**config.mk**
```make
export PLATFORM = sky130hd
export DESIGN_NAME = product_bcd_converter
export DESIGN_NICKNAME = d
export VERILOG_FILES = /design/src/rtl/product_bcd_converter_pkg.sv /design/src/rtl/product_bcd_converter_bcd_digit_adjust.sv /design/src/rtl/product_bcd_converter.sv
export SDC_FILE = /design/constraint.sdc
export NUM_CORES = 1
export LEC_CHECK = 0
export ABC_AREA = 0
export BUFFER_PORTS_ARGS = -buffer_cell sky130_fd_sc_hd__buf_2
export CAP_MARGIN = 40
export CORE_MARGIN = 3
export CORE_UTILIZATION = 45
export CTS_BUF_LIST = sky130_fd_sc_hd__clkbuf_16
export DETAILED_ROUTE_END_ITERATION = 6
export GPL_ROUTABILITY_DRIVEN = 0
export GPL_TIMING_DRIVEN = 0
export PLACE_DENSITY_LB_ADDON = 0.12
export SLEW_MARGIN = 10
export SYNTH_ARGS = -nofsm -noshare
export SYNTH_HDL_FRONTEND = slang
export SYNTH_SLANG_ARGS = --single-unit
```
**constraint.sdc**
```tcl
create_clock -name clk -period 2.1 [get_ports clk]
set_clock_uncertainty 0.2 [all_clocks]
set_input_delay 0.525 -clock clk [delete_from_list [all_inputs] [get_ports clk]]
set_output_delay 0.525 -clock clk [all_outputs]
set_load 0.03 [all_outputs]
```
**src/rtl/product_bcd_converter_pkg.sv**
```systemverilog
// Shared definitions for the product_bcd_converter slice.
//   state_t    : converter FSM states (binary, 2 bits)
//   DIGIT_W    : width of one packed BCD digit
//   ADJ_THRESH : digit value at or above which the add-3 correction applies
//   ADJ_CORR   : correction added before each shift
package product_bcd_converter_pkg;

  localparam int unsigned DIGIT_W = 4;

  localparam logic [DIGIT_W-1:0] ADJ_THRESH = 4'd5;
  localparam logic [DIGIT_W-1:0] ADJ_CORR   = 4'd3;

  typedef enum logic [1:0] {
    IDLE  = 2'd0,
    SHIFT = 2'd1,
    DONE  = 2'd2
  } state_t;

endpackage

```
**src/rtl/product_bcd_converter_bcd_digit_adjust.sv**
```systemverilog
// Double-dabble digit correction for one BCD digit.
//   din  : scratch digit before the shift
//   dout : din + 3 when din >= 5, otherwise din unchanged
// Purely combinational; never carries into a neighbouring digit.
module bcd_digit_adjust
  import product_bcd_converter_pkg::*;
(
  input  logic [DIGIT_W-1:0] din,
  output logic [DIGIT_W-1:0] dout
);

  always_comb begin
    dout = (din >= ADJ_THRESH) ? din + ADJ_CORR : din;
  end

endmodule

```
**src/rtl/product_bcd_converter.sv**
```systemverilog
// Sequential binary-to-BCD converter (shift-and-add-3, one bit per clock)
// for the 8-bit multiplier product.
//   clk   : system clock, rising edge
//   rst   : asynchronous active-high reset
//   start : conversion request, accepted only while ready
//   bin   : binary value, captured on the accepting edge
//   ready : idle and able to accept start
//   busy  : conversion in progress
//   valid : one-cycle pulse, bcd holds a new result
//   bcd   : packed BCD result, digit 0 (units) in bits [3:0]
module product_bcd_converter
  import product_bcd_converter_pkg::*;
#(
  parameter int unsigned WIDTH  = 8,
  parameter int unsigned DIGITS = 3
) (
  input  logic                      clk,
  input  logic                      rst,
  input  logic                      start,
  input  logic [WIDTH-1:0]          bin,
  output logic                      ready,
  output logic                      busy,
  output logic                      valid,
  output logic [DIGIT_W*DIGITS-1:0] bcd
);

  localparam int unsigned BCD_W = DIGIT_W * DIGITS;
  localparam int unsigned CNT_W = $clog2(WIDTH);
  localparam logic [CNT_W-1:0] LAST = CNT_W'(WIDTH - 1);

  state_t             state;
  logic [CNT_W-1:0]   cnt;
  logic [WIDTH-1:0]   binreg;
  logic [BCD_W-1:0]   scratch;
  logic [BCD_W-1:0]   adjusted;
  logic [BCD_W+WIDTH-1:0] shifted;
  logic [BCD_W-1:0]   scratch_n;
  logic [WIDTH-1:0]   binreg_n;

  for (genvar g = 0; g < DIGITS; g++) begin : g_adj
    bcd_digit_adjust u_adj (
      .din  (scratch[g*DIGIT_W +: DIGIT_W]),
      .dout (adjusted[g*DIGIT_W +: DIGIT_W])
    );
  end

  // Whole {scratch, binreg} shifts as one vector so the top binary bit
  // enters the units digit; the adjusted MSB simply falls off the top.
  always_comb begin
    shifted = {adjusted, binreg} << 1;
  end

  assign scratch_n = shifted[BCD_W+WIDTH-1 -: BCD_W];
  assign binreg_n  = shifted[WIDTH-1:0];

  assign ready = (state == IDLE);

  always_ff @(posedge clk or posedge rst) begin
    if (rst) begin
      state   <= IDLE;
      cnt     <= '0;
      binreg  <= '0;
      scratch <= '0;
      bcd     <= '0;
      busy    <= 1'b0;
      valid   <= 1'b0;
    end else begin
      case (state)
        IDLE: begin
          valid <= 1'b0;
          if (start) begin
            binreg  <= bin;
            scratch <= '0;
            cnt     <= '0;
            busy    <= 1'b1;
            state   <= SHIFT;
          end
        end
        SHIFT: begin
          scratch <= scratch_n;
          binreg  <= binreg_n;
          cnt     <= cnt + 1'b1;
          if (cnt == LAST) begin
            bcd   <= scratch_n;
            busy  <= 1'b0;
            valid <= 1'b1;
            state <= DONE;
          end
        end
        DONE: begin
          valid <= 1'b0;
          state <= IDLE;
        end
        default: begin
          busy  <= 1'b0;
          valid <= 1'b0;
          state <= IDLE;
        end
      endcase
    end
  end

endmodule

```
# Yosys cells after proc, flatten, opt, wreduce, memory -nomap -nowiden
# Cells that the tools add are included.
# op_classes
mux,17
n_reduce_logical,6
n_eq_ne,5
n_addsub,4
order_cmp,3
n_bitwise,1
# op_table
cell,count
one-hot mux 12 bit (2 select lines),1
one-hot mux 8 bit (2 select lines),1
">= comparator 4 x 3 -> 1 bit, second input constant",3
two-way mux 12 bit,1
"adder 4 x 2 -> 4 bit, second input constant",2
two-way mux 4 bit,2
two-way mux 8 bit,1
two-way mux 3 bit,2
one-hot mux 3 bit (2 select lines),1
AND reduction 2 bit,3
two-way mux 1 bit,4
two-way mux 2 bit,2
"!= test 2 bit, second input constant",2
one-hot mux 2 bit (2 select lines),1
"adder 3 x 1 -> 3 bit, second input constant",1
"adder 3 x 2 -> 3 bit, second input constant",1
"equality test 3 bit, second input constant",1
one-hot mux 1 bit (3 select lines),1
AND reduction 3 bit,1
"equality test 2 x 1 -> 1 bit, second input constant",1
"equality test 2 bit, second input constant",1
logical NOT 2 bit,1
nonzero test 2 bit,1
inverter 1 bit,1
# word_totals
output_inout_bits,15
regBits,39
input_bits,11
wordCells,43

# Longest topological paths before layout
# Gate-level depths: netlist (run 1).
# logic_depth
word_depth,3
mapped_depth,7
ltp_nobuf,6

# Cells and area by module
# From an unflattened synthesis (run 1), not the netlist that was laid out.
# hier_totals
hier_cells,168
hier_area_um2,1884.3
# modules_own_cells
module,area_per_inst_um2,seq_area_each_um2,n_inst,cells_each
product_bcd_converter,1580.3,975.9,1,120
bcd_digit_adjust,101.3,0.0,3,16

# Worst setup path before layout (run 1)
# No wires, ideal clock.
# synth_timing
path_kind,register to output
from,register state[0]
to,output ready
t_arrival_ps,1102
stages_incl_launch_ff,4
required_ps,1375
path_slack_ps,273
n_path_buf,2
cell_sequence,dfrtp_1 > buf_4 > clkbuf_1 > nor2_1
# synth_between
elab_chain_len,1
# synth_rtl
item,line,text
start: declaration,product_bcd_converter.sv:31,state_t state;
start signal: assignment,product_bcd_converter.sv:60,state <= IDLE;
start signal: assignment,product_bcd_converter.sv:76,state <= SHIFT;
start signal: assignment,product_bcd_converter.sv:87,state <= DONE;
logical NOT 2 bit,product_bcd_converter.sv:56,assign ready = (state == IDLE);
end: declaration,product_bcd_converter.sv:21,"output logic ready,"
# No other way between the ends.

# Worst setup path in the final report (run 1)
# layout_timing
from,register state[1]
to,output ready
# The elaborated chain is that of the path after synthesis.

==> flow_metrics.py, run 1 <==
metrics = {
    "outcome": {
        "outcome": "completed",
    },
    "routing": {
        "dr_wl_met3_um": 151,
        "vias_per_cell": 5.28,
        "post_drt_wl_per_cell_um": 14.2,
        "route.top_layer_used": "met4",
        "wl_mm": 3.80,
        "ant_nets": 0,
        "firstDrtPassIters": 4,
        "route.met2.wl_mm": 1.89,
        "drt_iter0_drc": 105,
        "route.detailed.drc": 0,
        "wl_met1_mm": 1.72,
        "num_vias": 1414,
    },
    "worst_setup_path": {
        "required_ns": 1.37,
        "cp_max_fo": 10,
        "crit_type": "register to output port",
        "startpoint_type": "register",
        "crit_arrival_ns": 1.24,
        "reg2regPathDepth": 6,
        "endpoint_kind": "output port",
    },
    "synthesis": {
        "synthArstFlopShare_pct": 100,
        "postSynthAreaPerCell_um2": 9.84,
        "syn_inst": 188,
        "synth_cell_types": 28,
        "synthesis.nets": 207,
        "yosysWarnings": 0,
        "yosysSeqAreaShare_pct": 52.8,
        "ys_ff_latch": 39,
        "ys.flop_type": "dfrtp_1",
        "synth_edf_count": 0,
        "synthesis.area_mm2": 0.00185,
    },
    "floorplanning": {
        "start_util_pct": 48.7,
        "die_h_um": 70.1,
        "row_count": 22,
        "die-area_mm2": 0.00491,
        "core_mm2": 0.00380,
        "die_w_um": 70.1,
        "io_pins": 26,
    },
    "timing": {
        "final_max_slew_viol_count": 0,
        "period_minus_slack_ns": 1.96,
        "setup_viol": 0,
        "rsz0062_at_grt": "no",
        "tightestPinTransition_ns": 0.793,
        "fmax_ghz": 0.509,
        "finalHoldViolCount": 0,
        "fin_setup_tns_ns": 0,
        "maxSlewHeadroom_pct": 47.1,
        "fin_crit_sh_pct": 93.5,
    },
    "hold_path": {
        "worstHoldPathType": "input pin to asynchronous set/reset pin",
    },
    "clocking": {
        "htreeDepth": 2,
        "post-cts-setup-buffers": 0,
        "cts_root_buffer": "clkbuf_16",
        "post_cts_resized": 0,
        "cts_inserted_buffers": 5,
        "clk_pin_slew_ns": 0.06,
        "cts_buffer_depth": 2,
        "tritoncts": "built",
        "clock-sinks": 39,
        "clk_latency_ns": 0.28,
        "hold_buffers": 0,
    },
    "run": {
        "cap_violations": 0,
    },
    "place": {
        "dpl.hpwl_mm": 2.77,
        "port_buffers": 25,
        "dp_cells": 261,
    },
    "layout": {
        "drive_gt1_share_pct": 20.5,
        "instances_no_fill": 268,
        "layout_commonest_cell": "dfrtp_1",
        "nets": 238,
        "n_antenna_cell": 0,
        "final_core_util_pct": 57.0,
        "n_fill_cell": 335,
        "area_delta_synth_final_pct": 17.2,
        "mostFrequentLayoutCells": "dfrtp_1 (39), nand2_1 (32), buf_2 (27), o21ai_0 (18), o21ai_1 (15)",
    },
    "grt": {
        "grt_overflow": 0,
        "grt_usage_pct": 17.0,
        "grt_pass1_wl_mm": 6.64,
        "antenna_found_initial": 0,
        "grt_max_degree": 40,
        "grt_pass1_vias": 1480,
    },
    "power_and_ir_drop": {
        "power_leakage_nw": 1.04,
        "power_per_cell_area_mw_per_mm2": 1640,
        "ir_drop_uv": 686,
        "power.total_w": 0.00356,
    },
}
==> cell families after synthesis <==
group	count (synthesis)	share of synthesized area, %
multiplexers	5	3.18
XOR/XNOR	3	1.42
AND/OR/NAND/NOR	57	14.7
flip-flops	39	52.8
AO/OA/AOI/OAI	56	16.9
adder cells (fa/ha/maj)	8	5.41
buffers and inverters	20	5.62
==> report_power, final <==
part | leakage (nW) | switching (W) | internal, W | total, W
clock | 0.0701 | 0.000277 | 0.000427 | 0.000704
sequential | 0.496 | 0.000219 | 0.00107 | 0.00129
combinational | 0.475 | 0.000960 | 0.000609 | 0.00157
total | 1.04 | 0.00146 | 0.00210 | 0.00356
==> cell usage after synthesis, types with 2 or more instances <==
| master | instances | share of area (%) |
|---|---|---|
| a21oi_1 | 13 | 3.5 |
| a21oi_2 | 2 | 0.95 |
| a22o_1 | 3 | 1.4 |
| a22oi_1 | 2 | 0.81 |
| buf_2 | 2 | 0.54 |
| buf_6 | 3 | 1.8 |
| clkbuf_1 | 3 | 0.61 |
| dfrtp_1 | 39 | 53 |
| ha_1 | 8 | 5.4 |
| inv_1 | 11 | 2.2 |
| mux2_2 | 3 | 1.8 |
| nand2_1 | 32 | 6.5 |
| nand2b_1 | 4 | 1.4 |
| nand3_1 | 2 | 0.54 |
| nor2_1 | 6 | 1.2 |
| nor3_1 | 3 | 0.81 |
| nor3b_1 | 8 | 3.2 |
| o21ai_0 | 18 | 4.9 |
| o21ai_1 | 15 | 4.1 |
| xnor2_1 | 3 | 1.4 |
==> state kept, by name, summed over array words and instances, names as in the netlist <==
signal and flops:
bcd 12, binreg 8, busy 1, cnt 3
scratch 12, state 2, valid 1
==> area by class of cell <==
class,instances,area (µm²),share of cell area [%]
timing repair buffer,25,125,5.77
sequential,39,976,45.0
tap,48,60.1,2.77
clock inverter,3,11.3,0.520
multi-input combinational,129,769,35.5
clock buffer,5,125,5.77
buffer,8,58.8,2.71
inverter,11,41.3,1.91
==> worst paths after layout <==
check	to	slack [ns]	start
worst max register to register	scratch[10]$_DFFE_PP0P_	0.25	scratch[8]$_DFFE_PP0P_
max in group asynchronous	bcd[4]$_DFFE_PP0P_	1.00	rst
worst min register to register	bcd[6]$_DFFE_PP0P_	0.28	bcd[6]$_DFFE_PP0P_
min in group clk	bcd[6]$_DFFE_PP0P_	0.28	bcd[6]$_DFFE_PP0P_
worst max-delay path	ready	0.14	state[1]$_DFFE_PP0P_
worst min-delay path	bcd[10]$_DFFE_PP0P_	0.19	rst
==> metal layers <==
layer  up-vias  GRT usage [%]
met4         0           5.96
li1        700              -
met5         -              0
met1       682           20.6
met3         5           3.74
met2        27           29.7
==> through the flow <==
stage,area (µm²),setup WS [ns],hold slack (ns)
2_1_floorplan,1850,0.273,0.250
3_3_place_gp,2030,0.0113,0.261
3_5_place_dp,2030,0.275,0.276
4_1_cts,2170,0.0295,0.235
5_1_grt,2170,0.0178,0.280
6_report,2170,0.136,0.194
==> critical path, cell delays in order (launching register included) <==
cell and delay (ns):
dfrtp_1 0.36, clkbuf_1 0.33, nor2_1 0.08, buf_2 0.19
Note: power is estimated with default switching activity, not from simulation.
==> run 2: changes to the inputs <==
--- a/config.mk
+++ b/config.mk
@@ -15,6 +15,7 @@
 export GPL_ROUTABILITY_DRIVEN = 0
 export GPL_TIMING_DRIVEN = 0
 export PLACE_DENSITY_LB_ADDON = 0.12
+export REMOVE_ABC_BUFFERS = 1
 export SLEW_MARGIN = 10
 export SYNTH_ARGS = -nofsm -noshare
 export SYNTH_HDL_FRONTEND = slang
==> flow_metrics.py, run 2 (same netlist as run 1, synthesis figures left out) <==
metrics = {
    "grt": {
        "grt_usage_pct": 15.9,
        "grt_pass1_vias": 1446,
        "grt_pass1_wl_mm": 6.26,
        "use_met3_pct": 3.88,
        "grt_max_degree": 40,
        "grt_overflow": 0,
        "use_met1_pct": 18.9,
        "busiest_layer": "met2",
        "grtUsageMet2_pct": 26.8,
        "antenna_found_initial": 0,
    },
    "floorplanning": {
        "die_w_um": 70.1,
        "die-area_mm2": 0.00491,
        "start_util_pct": 48.7,
        "core_mm2": 0.00380,
        "die_h_um": 70.1,
        "io_pins": 26,
        "row_count": 22,
    },
    "worst_setup_path": {
        "startpoint_type": "register",
        "path_buf_inv": 0,
        "crit_type": "register to register",
        "crit_end": "bcd[0]$_DFFE_PP0P_",
        "required_ns": 2.06,
        "timing.rr.start": "state[1]$_DFFE_PP0P_",
        "reg2reg_slack_ns": 0.20,
        "slowest_stage": "dfrtp_1",
        "endpoint_kind": "register",
        "reg2regPathDepth": 3,
        "startpoint": "state[1]$_DFFE_PP0P_",
        "cp_max_fo": 22,
        "crit_arrival_ns": 1.86,
        "cp_cell_sequence": "and2b_1, nand2_4, mux2_4",
        "reg2reg_to": "bcd[0]$_DFFE_PP0P_",
        "cp_top_family": "simple AND/OR/NAND/NOR gates",
        "slowest_delay_ns": 0.50,
        "cp.depth": 3,
    },
    "layout": {
        "multi_input_area_um2": 769,
        "final_core_util_pct": 56.0,
        "mostFrequentLayoutCells": "dfrtp_1 (38), nand2_1 (32), buf_2 (25), o21ai_0 (18), o21ai_1 (15)",
        "drive_gt1_share_pct": 19.7,
        "nets": 231,
        "top_regs": "bcd: 12 flops, scratch: 12 flops, binreg: 8 flops",
        "area_delta_synth_final_pct": 15.0,
        "instances_no_fill": 261,
        "n_fill_cell": 332,
        "layout_commonest_cell": "dfrtp_1",
        "n_antenna_cell": 0,
        "regArea_um2": 977,
    },
    "clocking": {
        "clock-sinks": 39,
        "cts_root_buffer": "clkbuf_16",
        "htreeDepth": 2,
        "clk_latency_ns": 0.28,
        "clk_pin_slew_ns": 0.06,
        "tritoncts": "built",
        "post-cts-setup-buffers": 0,
        "cts_inserted_buffers": 5,
        "cts_buffer_depth": 2,
    },
    "timing": {
        "worst_slack_ns": 0.198,
        "rsz0062_at_grt": "no",
        "fin_crit_sh_pct": 90.6,
        "final_max_slew_viol_count": 0,
        "finalHoldViolCount": 0,
        "fmax_ghz": 0.526,
        "period_minus_slack_ns": 1.90,
        "tightestPinTransition_ns": 0.808,
        "setup_viol": 0,
        "maxSlewHeadroom_pct": 46.1,
    },
    "place": {
        "dp_cells": 253,
        "dpl.hpwl_mm": 2.35,
        "dp_slack_ns": 0.109,
        "port_buffers": 25,
    },
    "run": {
        "cap_violations": 0,
    },
    "power_and_ir_drop": {
        "ir_drop_uv": 850,
        "power_per_cell_area_mw_per_mm2": 1650,
        "power.total_w": 0.00350,
        "power_leakage_nw": 1.02,
    },
    "routing": {
        "drt_iter0_drc": 81,
        "wl_mm": 3.59,
        "ant_nets": 0,
        "route.detailed.drc": 0,
        "num_vias": 1389,
        "firstDrtPassIters": 4,
        "post_drt_wl_per_cell_um": 13.8,
        "vias_per_cell": 5.32,
    },
    "hold_path": {
        "worstHoldPathType": "input pin to asynchronous set/reset pin",
    },
    "outcome": {
        "outcome": "completed",
    },
}
[run 2: final cells by class]
type                            count  area share, %
Clock buffer                        5           5.89
Clock inverter                      3          0.589
Inverter                           11           1.94
Multi-Input combinational cell    129           36.2
Sequential cell                    39           46.0
Tap cell                           48           2.83
Timing Repair Buffer               26           6.59
[run 2: power by group]
part           internal, W  leakage, nW  switching [W]  total [W]
registers          0.00107        0.496       0.000251    0.00132
clock network     0.000429       0.0762       0.000283   0.000712
logic             0.000574        0.447       0.000900    0.00147
total              0.00207         1.02        0.00143    0.00350
[run 2: per-stage QoR]
step	instance area [µm²]	setup TNS (ns)	hold WS [ns]
after floorplan	1790	0	0.250
after global placement	1970	-1.43	0.262
after detailed placement	1990	0	0.270
after CTS	2120	0	0.238
after global routing	2130	0	0.285
final	2130	0	0.200
[run 2: worst min path at each step]
stage / startpoint / to / slack [ns] / cells after the start
5_1_grt: rst / bcd[4]$_DFFE_PP0P_ / 0.28 / 2
4_1_cts: rst / bcd[4]$_DFFE_PP0P_ / 0.24 / 2
3_3_place_gp: bcd[7]$_DFFE_PP0P_ / bcd[7]$_DFFE_PP0P_ / 0.26 / 2
2_1_floorplan: binreg[6]$_DFFE_PP0P_ / binreg[6]$_DFFE_PP0P_ / 0.25 / 2
6_report: rst / bcd[4]$_DFFE_PP0P_ / 0.20 / 2
3_5_place_dp: bcd[9]$_DFFE_PP0P_ / bcd[9]$_DFFE_PP0P_ / 0.27 / 2
[run 2: per-layer routing]
metal	vias up	share of wire (%)
met5	-	0
met4	0	1.4
met3	5	4.2
met2	32	50
met1	665	45
li1	687	-
[run 2: what timing repair did]
item	in CTS	in global routing
hold buffers	0	0
setup endpoints to repair	0	1
hold endpoints to repair	0	0
resized for setup	0	1
